<file path="src/rtl/ram_1p_bist_master.sv">
// ============================================================================
//  Module   : ram_1p_bist_master
//  Brief    : Write/read-back self-test initiator for a single-port 32-bit RAM
//  Revision : 1.0 - initial release
// ============================================================================
`timescale 1ns/1ps
`default_nettype none

module ram_1p_bist_master #(
   parameter int unsigned Depth    = 16384,
   parameter logic [31:0] BaseAddr = 32'h0000_0000,
   parameter int unsigned ErrW     = 16,
   localparam int unsigned Aw      = $clog2(Depth)
) (
   input  logic            clk_i,
   input  logic            rst_i,
   input  logic            start_i,
   input  logic [Aw:0]     num_words_i,
   input  logic [31:0]     seed_i,
   output logic            busy_o,
   output logic            done_o,
   output logic            pass_o,
   output logic [ErrW-1:0] err_count_o,
   output logic [31:0]     first_err_addr_o,
   output logic            req_o,
   output logic            we_o,
   output logic [3:0]      be_o,
   output logic [31:0]     addr_o,
   output logic [31:0]     wdata_o,
   input  logic            rvalid_i,
   input  logic [31:0]     rdata_i
);

   localparam int unsigned     c_idx_w   = Aw + 1;
   localparam logic [Aw:0]     c_depth   = c_idx_w'(Depth);
   localparam logic [ErrW-1:0] c_err_max = '1;

   typedef enum logic [2:0] {
      S_IDLE  = 3'd0,
      S_WRITE = 3'd1,
      S_READ  = 3'd2,
      S_DRAIN = 3'd3,
      S_DONE  = 3'd4
   } state_t;

   state_t         r_state;
   logic [Aw:0]    r_n;
   logic [Aw:0]    r_idx;
   logic [31:0]    r_seed;
   logic           r_exp_valid;
   logic [31:0]    r_exp_data;
   logic [31:0]    r_exp_addr;

   logic [Aw:0]     w_n_clamp;
   logic            w_last;
   logic [Aw:0]     w_idx_nxt;
   logic [31:0]     w_addr_nxt;
   logic [31:0]     w_data_nxt;
   logic            w_mismatch;
   logic [ErrW-1:0] w_err_nxt;

   assign w_n_clamp  = (num_words_i > c_depth) ? c_depth : num_words_i;
   assign w_last     = (r_idx == (r_n - 1'b1));
   assign w_idx_nxt  = r_idx + 1'b1;
   assign w_addr_nxt = BaseAddr + (32'(w_idx_nxt) << 2);
   assign w_data_nxt = r_seed + 32'(w_idx_nxt);

   // A missing response counts as a mismatch just like wrong data.
   assign w_mismatch = r_exp_valid && (!rvalid_i || (rdata_i != r_exp_data));
   assign w_err_nxt  = (w_mismatch && (err_count_o != c_err_max)) ?
                       err_count_o + 1'b1 : err_count_o;

   always_ff @(posedge clk_i or posedge rst_i) begin
      if (rst_i) begin
         r_state          <= S_IDLE;
         r_n              <= '0;
         r_idx            <= '0;
         r_seed           <= '0;
         r_exp_valid      <= 1'b0;
         r_exp_data       <= '0;
         r_exp_addr       <= '0;
         busy_o           <= 1'b0;
         done_o           <= 1'b0;
         pass_o           <= 1'b0;
         err_count_o      <= '0;
         first_err_addr_o <= '0;
         req_o            <= 1'b0;
         we_o             <= 1'b0;
         be_o             <= 4'h0;
         addr_o           <= '0;
         wdata_o          <= '0;
      end else begin
         r_exp_valid <= 1'b0;
         done_o      <= 1'b0;

         if (w_mismatch) begin
            err_count_o <= w_err_nxt;
            if (err_count_o == '0) begin
               first_err_addr_o <= r_exp_addr;
            end
         end

         case (r_state)
            S_IDLE: begin
               if (start_i) begin
                  r_n              <= w_n_clamp;
                  r_seed           <= seed_i;
                  r_idx            <= '0;
                  err_count_o      <= '0;
                  first_err_addr_o <= '0;
                  pass_o           <= 1'b0;
                  busy_o           <= 1'b1;
                  // An empty run still spends one cycle in DRAIN so the
                  // done pulse lands at the same 2n+2 offset as any other run.
                  if (w_n_clamp == '0) begin
                     r_state <= S_DRAIN;
                  end else begin
                     r_state <= S_WRITE;
                     req_o   <= 1'b1;
                     we_o    <= 1'b1;
                     be_o    <= 4'hF;
                     addr_o  <= BaseAddr;
                     wdata_o <= seed_i;
                  end
               end
            end

            S_WRITE: begin
               if (w_last) begin
                  r_idx   <= '0;
                  r_state <= S_READ;
                  we_o    <= 1'b0;
                  addr_o  <= BaseAddr;
                  wdata_o <= '0;
               end else begin
                  r_idx   <= w_idx_nxt;
                  addr_o  <= w_addr_nxt;
                  wdata_o <= w_data_nxt;
               end
            end

            S_READ: begin
               // Expectation for the request now on the bus; its response
               // arrives in the following cycle.
               r_exp_valid <= 1'b1;
               r_exp_data  <= r_seed + 32'(r_idx);
               r_exp_addr  <= addr_o;
               if (w_last) begin
                  r_state <= S_DRAIN;
                  req_o   <= 1'b0;
                  be_o    <= 4'h0;
                  addr_o  <= '0;
               end else begin
                  r_idx  <= w_idx_nxt;
                  addr_o <= w_addr_nxt;
               end
            end

            S_DRAIN: begin
               r_state <= S_DONE;
               busy_o  <= 1'b0;
               done_o  <= 1'b1;
               pass_o  <= (w_err_nxt == '0);
            end

            S_DONE: begin
               r_state <= S_IDLE;
            end

            default: begin
               r_state <= S_IDLE;
            end
         endcase
      end
   end

endmodule

`default_nettype wire
</file>
<file path="config.mk">
export PLATFORM = sky130hd
export DESIGN_NAME = ram_1p_bist_master
export DESIGN_NICKNAME = d
export VERILOG_FILES = /design/src/rtl/ram_1p_bist_master.sv
export SDC_FILE = /design/constraint.sdc
export NUM_CORES = 1
export LEC_CHECK = 0
export CAP_MARGIN = 15
export CORE_ASPECT_RATIO = 1.25
export CORE_UTILIZATION = 55
export DETAILED_ROUTE_END_ITERATION = 16
export HOLD_SLACK_MARGIN = 0.15
export PLACE_DENSITY = 0.93
export SETUP_SLACK_MARGIN = 0.3
export SYNTH_ARGS = -nofsm -noshare
export SYNTH_HDL_FRONTEND = slang
export SYNTH_SLANG_ARGS = --single-unit
</file>
<file path="constraint.sdc">
create_clock -name clk_i -period 22.5 [get_ports clk_i]
set_input_delay 5.625 -clock clk_i [delete_from_list [all_inputs] [get_ports clk_i]]
set_output_delay 5.625 -clock clk_i [all_outputs]
set_load 0.02 [all_outputs]
</file>
; After elaboration in Yosys (flattened, before gate mapping)
; Cells that the tools add are included.
[classes]
order_cmp = 1
reduce_logical = 22
eq_ne = 11
add_sub_neg = 5
mux = 41
[ops]
columns = operator, n
row1 = $mux 32, 9
row2 = $pmux 32 s2, 2
row3 = $add 32x15->32, 2
row4 = $mux 16, 4
row5 = $mux 15, 4
row6 = $pmux 15 s3, 1
row7 = $logic_not 16->1, 2
row8 = $ne 32x32->1, 1
row9 = $mux 17, 1
row10 = $add 16x1->16 const B, 1
row11 = $ne 16x16->1 const B, 1
row12 = $add 15x1->15 const B, 1
row13 = $eq 15x15->1, 1
row14 = $gt 15x15->1 const B, 1
row15 = $logic_not 15->1, 1
row16 = $sub 15x1->15 const B, 1
row17 = $mux 4, 3
row18 = $pmux 3 s4, 1
row19 = $reduce_and 3->1, 4
row20 = $ne 2x2->1 const B, 5
row21 = $mux 3, 3
row22 = $pmux 1 s2, 4
row23 = $pmux 4 s2, 1
row24 = $reduce_and 4->1, 2
row25 = 12 further kinds, 24
[totals]
wordCells = 97
out_inout_bits = 121
input_bits = 83
ff_bits = 251

; Longest topological paths before layout
; Gate-level depths: netlist of the first run.
[logic_depth]
word_depth = 8
mapped_depth = 17
depth_no_buf = 16

; Worst setup path after synthesis of the first run
; Ideal clock, no wire load.
[synth_timing]
path_kind = input to register
startpoint = in rdata_i[29]
endpoint = reg first_err_addr_o[21]
setup_slack_ns = 14.925
n_path_buf = 2
setup_ns = 0.066
cell_stages = 9
arrival_ns = 7.509
cell_sequence = xor2_1 nor4_1 nand4_1 o31ai_1 clkbuf_1 nor3_2 nor2_1 clkbuf_1 and2_1
[synth_between]
elab_chain_len = 6
[synth_rtl]
columns = item, line
row1 = from (decl), 31  ; input logic [31:0] rdata_i
row2 = $ne 32x32->1 (*), 69  ; assign w_mismatch = r_exp_valid && (!rvalid_i || (rdata_i != r_exp_data));
row3 = $logic_or 1x1->1 (*), 69
row4 = $logic_and 1x1->1 (*), 69
row5 = $mux 32 (*), 96  ; if (w_mismatch) begin
row6 = $mux 32, 105  ; if (start_i) begin
row7 = $mux 32 (*), 103  ; case (r_state)
row8 = to (signal assigned), 99  ; first_err_addr_o <= r_exp_addr;
row9 = to (decl), 24  ; output logic [31:0] first_err_addr_o,
; Every way passes the cells marked *; elsewhere a longest branch is shown, timed or not.
; A chain may end at the register's enable or synchronous reset.

; Worst setup path in the final report of the first run
[layout_timing]
startpoint = in num_words_i[5]
endpoint = reg wdata_o[24]
[layout_between]
elab_chain_len = 5
[layout_rtl]
columns = item, line
row1 = from (decl), 18  ; input logic [Aw:0] num_words_i,
row2 = $gt 15x15->1, 62  ; assign w_n_clamp = (num_words_i > c_depth) ? c_depth : num_words_i;
row3 = $mux 15 (*), 62
row4 = $logic_not 15->1 (*), 115  ; if (w_n_clamp == '0) begin
row5 = $ne 2x2->1 (no source line) (*), n/a
row6 = $reduce_and 3->1 (no source line) (*), n/a
row7 = to (signal assigned), 123  ; wdata_o <= seed_i;
row8 = to (signal assigned), 138  ; wdata_o <= w_data_nxt;
row9 = to (decl), 29  ; output logic [31:0] wdata_o,
; Marked as above.

==> summary.md, run 1 <==
| Metric | Value |
|---|---|
| R2r worst-path depth | `16` |
| Leading area contributor after synthesis | `dfrtp_1` |
| Setup bufs post-CTS | `0` |
| Final slew viol count | `0` |
| Worst-path fanout max | `24` |
| Num CTS Buffers | `22` |
| Tot Pwr | `approximately 1.6 mW` |
| Reg2reg start | `r_idx[0]` |
| Pre-CTS setup slack | `13.64 ns` |
| Cts hold-fix bufs | `0` |
| Wire per inst | `roughly 18 um` |
| Status | `finished, final reports clean` |
| Synth cell types | `71` |
| Relative slew slack | `26.02%` |
| Top FF cell, synth | `dfrtp_1` |
| Filler Cell Count | `about 1.5k` |
| PwrDens | `113.3 mW/mm^2` |
| Crit path DAT | `8.47 ns` |
| Syn Area/Cell | `9.403 sq um` |
| Vias | `9988` |
| Crit Path Class | `input port to register` |
| Cell row count | `59` |
| Final cell count without fillers | `1710` |
| Final period utilization | `36.11%` |
| Worst-path clk slew | `approximately 0.06 ns` |
| P&R area growth vs syn | `22.25%` |
| Synth warn | `0` |
| Iter 0 DRT Violations | `around 850` |
| Detailed-route DRC error count | `0` |
| Syn Inst Count | `1262` |
| Worst path max stage delay | `0.68 ns` |
| Post-Syn Area | `0.01187 sq mm` |
| # IOs | `204` |
| Largest net degree at the start of global routing | `130` |
| Hold Crit Depth | `1` |
| Die H | `166.2 um` |
| Most common cell after layout, fill and taps aside | `dfrtp_1` |
| CTS Buffer Depth | `3` |
| Initial Utilization | `56.60%` |
| CTS sink cnt | `~210` |
| Register-to-register setup slack | `18.23 ns` |
| CP Launch Type | `input port` |
| Register area share after synthesis | `44.92%` |
| Worst-margin pin slew | `1.106 ns` |
| Drt pass-1 iters | `5` |
| Final hold vios | `0` |
| Vias in the first global route | `9910` |
| Post-route minimum period | `8.124 ns` |
| CP Capture Type | `register` |
| Die area | `0.02217 sq mm` |
| Congestion Overflow GR | `0` |
| Number of port buffers | `186` |
| Layout cell share with drive strength beyond 1 | `5.997%` |
| First-pass GRT wire length | `50380 um` |
| CP startpoint | `num_words_i[5]` |
| Total negative slack | `0 ns` |
| Sequential cell area | `0.005330 sq mm` |
| Min-delay src | `first_err_addr_o[31]` |
| TritonCTS clock tree | `built` |
| RR Endpoint | `wdata_o[31]` |
| Max_cap viols | `0` |
| Async set-reset flop share out of synthesis | `100.0%` |
| Initial antenna violation count | `2` |
| Final Cell Area | `0.01451 sq mm` |
| Post-DRT Antenna Nets | `0` |
| Hold WC Path Type | `register to register` |
| F_max | `0.1231 GHz` |
| Final wirelength | `a little over 30000 um` |
| Synth top area share | `44.92%` |
| Dpl cells | `1668` |
| WHS Endpoint | `first_err_addr_o[31]` |
| CP Data Required Time | `22.85 ns` |
| Fin worst setup slack | `14.38 ns` |
| Vias/cell | `5.841` |
| Pleak | `about 6.8 nW` |
| Post-synth EDFFs | `0` |
| Cts repair resizes | `0` |
| H-tree depth | `1` |
| Clock skew | `between 0.008 and 0.009 ns` |
| Clk Latency, worst-skew pair | `0.50 ns` |
| Tot GR Track Use | `28.20%` |
| Root Driver | `clkbuf_16` |
| Most frequent cells in the layout | `dfrtp_1, clkdlybuf4s50_1, nand2_1` |
| Chip width | `roughly 130 um` |
| Placeable core area | `0.02097 sq mm` |
| Setup violators final | `0` |
| Crit-path cells | `clkdlybuf4s50_1, nor4_1, nand4_1, nor2_1, inv_1, a21o_1, and2_1, buf_4, and3_1, a21oi_1, o21ai_0` |
| RSZ-0062 raised after global routing | `no` |
| Multi-input logic area | `0.006070 sq mm` |
| Seq cells post-synth | `213` |
| Synth top area cells | `dfrtp_1, nand2_1, xnor2_1` |
| Placed cell area | `0.01381 sq mm` |
| Fin nets | `1544` |
| Hpwl dp | `22520 um` |
| Critical path's slowest cell | `nor2_1` |
| Peak supply drop | `0.00009102 V` |
| Placer Congestion | `0.9707` |
## synthesized netlist by cell type, drive strengths merged, types with 3 or more instances
master and count:
nand4 13, o21a 6, nor2b 4, a22o 18, o22ai 8, a21oi 45
a211oi 3, o31ai 5, a31oi 11, o21bai 3, nand2 182, or3 5
xor2 68, ha 39, and3 12, o211ai 7, xnor2 70, o21ai 60
clkbuf 42, mux2i 22, or2 6, dfrtp 213, o221ai 6, nor2 128
or4 4, inv 34, a221oi 12, mux2 17, a21o 30, and2 30
buf 37, a311oi 6, nor3 26, nand3 35, nand2b 6, nor4 18
## routing by layer
metal	GRT usage, %	up-vias	wire length, um
met5	0	-	0
met3	4.640	69	2205
met4	10.52	0	941
met1	35.95	4846	12480
met2	47.96	432	15480
li1	-	4641	-
## cell type report
class	count	area share (%)
Inverter	34	0.9315
Antenna cell	2	0.03450
Clock inverter	6	0.2933
Clock buffer	32	4.407
Multi-Input combinational cell	952	41.84
Sequential cell	213	36.74
Tap cell	274	2.363
Timing Repair Buffer	197	13.39
## state kept, by name, indices dropped and copies added, names as in the netlist
name,count
r_exp_addr,15
r_state,3
r_exp_valid,1
r_exp_data,32
err_count_o,16
we_o,1
be_o,1
r_idx,15
wdata_o,32
busy_o,1
first_err_addr_o,32
r_n,15
done_o,1
pass_o,1
r_seed,32
addr_o,15
## report_power, final
group	total [mW]	internal [mW]	leakage (nW)	switching, mW
registers	0.585	0.473	2.81	0.113
clock network	0.350	0.198	0.335	0.152
logic	0.709	0.331	3.61	0.377
total	1.64	1.00	6.76	0.642
## critical path, delay by kind of cell
kind                   cells  cell delay (ns)
AND/OR/NAND/NOR            5             1.59
AO/OA/AOI/OAI              3             0.44
buffers and inverters      3             0.80
## worst max path at each step
stage	slack (ns)	cells past startpoint	end
floorplan	11.05	1	addr_o[10]
global placement	13.90	8	addr_o[7]
detailed placement	13.64	8	addr_o[12]
CTS	14.17	8	addr_o[7]
global route	14.21	11	wdata_o[16]
finish	14.38	11	wdata_o[24]
## logic make-up after synthesis
family / synth area share (%)
simple gates: 18.60
xor+xnor: 10.19
buf+inv: 4.471
flops: 44.92
other cells: 0.03160
compound gates: 13.88
mux: 3.469
fa+ha+maj: 4.450
## stage by stage
| stage | util [%] | hold slack, ns |
|---|---|---|
| 2_1_floorplan | - | 0.4665 |
| 3_3_place_gp | 65.86 | 0.4597 |
| 5_1_grt | 69.18 | 0.4983 |
| 3_5_place_dp | 65.86 | 0.4699 |
| 4_1_cts | 69.11 | 0.4848 |
| 6_report | 69.19 | 0.4816 |
No activity file was read; power rests on OpenSTA's default activity.
==> run 2: changes to the inputs <==
Settings changed: CORE_UTILIZATION 55 to 54, PLACE_DENSITY 0.93 to 0.92.
Clock period 22.5 ns to 8 ns, I/O delays scaled along.
==> run 2 against run 1 <==
Net effect:
- total power rose to 2.9 times the previous value
- die area rose by 1.8%
- critical path depth is 3 lower
- combinational power grew to 2.8 times the previous value
- clock power grew to 3.3 times the previous value
- final cell count increased by 0.35%
- first-iteration DRC count is 20% lower
- non-clock buffer count rose by 1
==> summary.md, run 2 (synthesis gave the netlist of run 1 again) <==
| Metric | Value |
|---|---|
| Hold Crit Depth | `1` |
| Clock skew | `about 0.0087 ns` |
| Cts hold-fix bufs | `0` |
| RR Endpoint | `wdata_o[31]` |
| Reg2reg start | `r_idx[0]` |
| Initial antenna violation count | `0` |
| Die H | `167.7 um` |
| Fin nets | `1545` |
| Die area | `0.02258 sq mm` |
| Crit path DAT | `5.14 ns` |
| Setup bufs post-CTS | `0` |
| Placer Congestion | `0.9718` |
| Chip width | `134.6 um` |
| Most common cell after layout, fill and taps aside | `dfrtp_1` |
| Placeable core area | `0.02155 sq mm` |
| Largest net degree at the start of global routing | `76` |
| CTS Buffer Depth | `3` |
| Status | `finished, final reports clean` |
| Initial Utilization | `55.08%` |
| Min-delay src | `first_err_addr_o[22]` |
| First-pass GRT wire length | `50400 um` |
| Cell row count | `60` |
| Number of port buffers | `approximately 190` |
| Buf+Inv Stages, Crit Path | `2` |
| Hold WC Path Type | `register to register` |
| Congestion Overflow GR | `0` |
| Worst-path fanout max | `15` |
| WHS Endpoint | `first_err_addr_o[22]` |
| Drt pass-1 iters | `6` |
| Worst-path clk slew | `roughly 0.06 ns` |
| Total negative slack | `0 ns` |
| Final Core Density | `a little under 70%` |
| Crit Path Class | `input port to register` |
| Detailed-route DRC error count | `0` |
| PwrDens | `327.5 mW/mm^2` |
| P&R area growth vs syn | `23.51%` |
| Pleak | `6.827 nW` |
| Critical path's top delay family | `compound AO/OA/AOI/OAI gates` |
| Clk Latency, worst-skew pair | `0.51 ns` |
| ANT cells | `0` |
| CP Launch Type | `input port` |
| Vias | `10.17k` |
| CP startpoint | `num_words_i[1]` |
| F_max | `0.2122 GHz` |
| Most frequent cells in the layout | `dfrtp_1, clkdlybuf4s50_1, nand2_1` |
| Iter 0 DRT Violations | `680` |
| Worst path max stage delay | `0.83 ns` |
| Hold_ws | `0.4875 ns` |
| CP Data Required Time | `roughly 8.4 ns` |
| Vias in the first global route | `10.02k` |
| H-tree depth | `1` |
| Tot GR Track Use | `27.90%` |
| Cts repair resizes | `0` |
| CTS sink cnt | `~210` |
| Peak supply drop | `0.0002168 V` |
| Hpwl dp | `22280 um` |
| Num CTS Buffers | `22` |
| Setup violators final | `0` |
| # IOs | `204` |
| Layout cell share with drive strength beyond 1 | `6.472%` |
| Register-to-register setup slack | `about 3.8 ns` |
| Worst-margin pin slew | `1.094 ns` |
| Max_cap viols | `0` |
| Final slew viol count | `0` |
| CP Capture Type | `register` |
| RSZ-0062 raised after global routing | `no` |
| Root Driver | `clkbuf_16` |
| R2r worst-path depth | `16` |
| TritonCTS clock tree | `built` |
| Post-route minimum period | `4.712 ns` |
| Vias/cell | `between 5 and 6` |
| Dpl cells | `approximately 1.7k` |
| Tot Pwr | `4.799 mW` |
| Critical path's slowest cell | `o21ai_1` |
| Final period utilization | `58.89%` |
| Final hold vios | `0` |
| Final cell count without fillers | `1716` |
| Final wirelength | `31180 um` |
| Crit-path cells | `clkdlybuf4s50_1, nor4_1, nand4_1, nor2_1, inv_1, a21o_1, o21ai_1, a22o_1` |
| Filler Cell Count | `1571` |
| Post-DRT Antenna Nets | `0` |
| Wire per inst | `~18 um` |
| Relative slew slack | `between 20% and 30%` |
run 2: cell count changes in the layout (fill, tap and decap cells not counted), moves of 2 or more:
cell	previous run	this run
bufinv_16	0	5
clkbuf_1	6	2
inv_8	2	0
buf_4	10	12
diode_2	2	0
run 2: worst max path at each step:
stage	end	slack, ns	depth (start not counted)
2_1_floorplan	addr_o[10]	3.23	1
3_3_place_gp	addr_o[8]	3.05	8
3_5_place_dp	addr_o[4]	2.90	8
4_1_cts	addr_o[4]	3.42	8
5_1_grt	addr_o[3]	3.06	9
6_report	addr_o[4]	3.29	8
run 2: per-layer routing:
layer	part of all wire, %	up-vias	GRT usage [%]	wire, um
met3	6.9	111	3.724	2157
li1	-	4646	-	-
met2	50	502	48.46	15670
met1	39	4909	34.62	12110
met5	0	-	0	0
met4	4.0	0	11.97	1243
run 2: layout make-up:
| class | instances | area, sq um | area share, % |
|---|---|---|---|
| Clock buffer | 29 | 638.1 | 4.354 |
| Clock inverter | 11 | 186.4 | 1.272 |
| Inverter | 34 | 131.4 | 0.8964 |
| Multi-Input combinational cell | 952 | 6070 | 41.41 |
| Sequential cell | 213 | 5330 | 36.37 |
| Tap cell | 279 | 349.1 | 2.382 |
| Timing Repair Buffer | 198 | 1952 | 13.32 |
run 2: report_power, final:
group / total (mW) / switching, mW / internal, mW
combinational: 2.00 / 1.07 / 0.933
clock: 1.15 / 0.423 / 0.723
sequential: 1.65 / 0.324 / 1.33
run 2: metrics by stage:
step	instance area (sq um)	setup slack, ns
2_1_floorplan	11930	3.230
3_3_place_gp	13820	3.052
3_5_place_dp	13820	2.904
4_1_cts	14650	3.416
5_1_grt	14660	3.064
6_report	14660	3.288
==> run 3: changes to the inputs <==
Clock period 8 ns to 4.5 ns, I/O delays scaled along.
==> run 3 against run 2 <==
Net effect:
- clock power up 68%
- largest cell class unchanged
- worst setup slack lost 2.7 ns
- core utilization grew 0.14 points
- register-to-register slack got worse by 3.2 ns
- clock skew increased by 0.0066 ns
- worst hold slack got worse by 0.0088 ns
- largest power group unchanged
- die area did not move
- count of clock-buffer cells in the layout is 4 higher
- sequential power grew 79%
- combinational power increased by 80%
- flip-flop and latch count did not move
==> summary.md, run 3 (synthesis gave the netlist of run 1 again) <==
| Metric | Value |
|---|---|
| Status | `finished, final reports clean` |
| Tot GR Track Use | `between 20 and 30%` |
| Wire per inst | `18.81 um` |
| DR top layer | `met4` |
| Initial Utilization | `55.08%` |
| Pleak | `6.841 nW` |
| Internal power | `5.197 mW` |
| Sequential cell area | `0.005330 sq mm` |
| Cts repair resizes | `0` |
| TritonCTS clock tree | `built` |
| Combinational fraction of design power | `42.5%` |
| Worst-margin pin slew | `0.9196 ns` |
| Cts hold-fix bufs | `0` |
| H-tree depth | `1` |
| Vias/cell | `around 5.9` |
| Chip width | `134.6 um` |
| Num CTS Buffers | `22` |
| Peak supply drop | `between 0.0004 and 0.0005 V` |
| Placer Congestion | `0.9305` |
| F_max | `0.2527 GHz` |
| Multi-input logic area | `0.006077 sq mm` |
| RSZ-0062 raised after global routing | `no` |
| Final slew viol count | `0` |
| # IOs | `204` |
| Root Driver | `clkbuf_16` |
| Worst-path fanout max | `9` |
| Cell row count | `60` |
| Hold WC Path Type | `register to register` |
| Total negative slack | `0 ns` |
| Fin nets | `1551` |
| Iter 0 DRT Violations | `between 600 and 700` |
| Metal-1 WL | `12660 um` |
| Max_cap viols | `0` |
| Sw Share | `38.74%` |
| CTS Buffer Depth | `3` |
| Die H | `167.7 um` |
| CP Data Required Time | `4.89 ns` |
| Hpwl dp | `23470 um` |
| CP Capture Type | `register` |
| Largest net degree at the start of global routing | `90` |
| Most common cell after layout, fill and taps aside | `dfrtp_1` |
| Relative slew slack | `a little under two fifths` |
| Crit path DAT | `roughly 4.4 ns` |
| Final hold vios | `0` |
| Layout cell share with drive strength beyond 1 | `6.930%` |
| CTS sink cnt | `213` |
| CP Launch Type | `register` |
| Number of port buffers | `186` |
| Die area | `~0.023 sq mm` |
| Seq pwr share | `between 30% and 40%` |
| Drt pass-1 iters | `5` |
| Routed length on met3 | `2123 um` |
| Initial antenna violation count | `0` |
| Hold_ws | `0.4788 ns` |
| P&R area growth vs syn | `23.77%` |
| Crit Path Class | `register to register` |
| Most frequent cells in the layout | `dfrtp_1, clkdlybuf4s50_1, nand2_1` |
| Setup bufs post-CTS | `0` |
| First-pass GRT wire length | `51740 um` |
| Setup violators final | `0` |
| Worst-path clk slew | `0.06 ns` |
| Post-DRT Antenna Nets | `0` |
| Final wirelength | `32390 um` |
| Placeable core area | `0.02155 sq mm` |
| Clock skew | `0.01530 ns` |
| Sw Pwr | `3.286 mW` |
| PwrDens | `577.6 mW/mm^2` |
| Final period utilization | `87.94%` |
| ANT cells | `0` |
| Clk Latency, worst-skew pair | `just over 0.5 ns` |
| Detailed-route DRC error count | `0` |
| Clk pwr share | `22.7%` |
| Vias | `10.10k` |
| Vias in the first global route | `roughly 10k` |
| Post-route minimum period | `3.957 ns` |
| Filler Cell Count | `1635` |
| Congestion Overflow GR | `0` |
| Wire length on met2 | `16400 um` |
[run 3: path summary, 6_finish.rpt]
check                           slack [ns]  cells after the start  startpoint              end
worst max register to register        0.54                     16    r_idx[0]      wdata_o[31]
min in group asynchronous             0.96                      2       rst_i  err_count_o[11]
worst min-delay path                  0.48                      2  wdata_o[1]       wdata_o[1]
worst max-delay path                  0.54                     16    r_idx[0]      wdata_o[31]
max in group asynchronous             2.73                      3       rst_i        r_seed[6]
worst min register to register        0.48                      2  wdata_o[1]       wdata_o[1]
[run 3: power by group through the flow]
stage / combinational (mW) / sequential (mW) / clock [mW]
2_1_floorplan: 2.37 / 2.94 / 0
3_3_place_gp: 3.42 / 2.94 / 0
3_5_place_dp: 3.52 / 2.95 / 0
4_1_cts: 3.57 / 2.93 / 1.95
5_1_grt: 3.89 / 3.00 / 2.01
6_report: 3.60 / 2.95 / 1.93
[run 3: metrics by stage]
stage | power, mW | worst slack, ns | instance area [sq um] | instances | util (%)
finish | 8.483 | 0.5425 | 14690 | 1722 | 68.16
global route | 8.907 | 0.3073 | 14690 | 1722 | 68.16
CTS | 8.448 | 0.4573 | 14670 | 1721 | 68.08
detailed placement | 6.471 | 0.4829 | 13890 | 1681 | 64.49
global placement | 6.364 | 0.5104 | 13890 | 1681 | 64.49
floorplan | 5.308 | 0.6048 | 11930 | 1278 | -
[run 3: per-layer routing]
metal	up-vias	global-route usage (%)
met2	423	50.87
met3	93	4.450
met1	4924	35.49
li1	4659	-
met5	-	0
met4	0	11.58
[run 3: layout make-up]
cell class	instances	area share, %
clock buffer	33	4.652
multi-input combinational	952	41.38
inverter	34	0.8945
clock inverter	7	0.6134
timing repair buffer	204	13.79
tap	279	2.377
sequential	213	36.29
[run 3: critical path, cell delays in order, from the launching register on]
cell and delay [ns]:
dfrtp_1 0.50, ha_1 0.28, nand3_1 0.13, inv_1 0.08, nand3_1 0.19, inv_1 0.12
and3_1 0.17, xor2_1 0.25, ha_1 0.32, and2_1 0.20, a22o_1 0.23, a311oi_1 0.40
o31a_2 0.36, nor2_1 0.09, xor2_1 0.15, a221oi_1 0.28, nor2_1 0.08
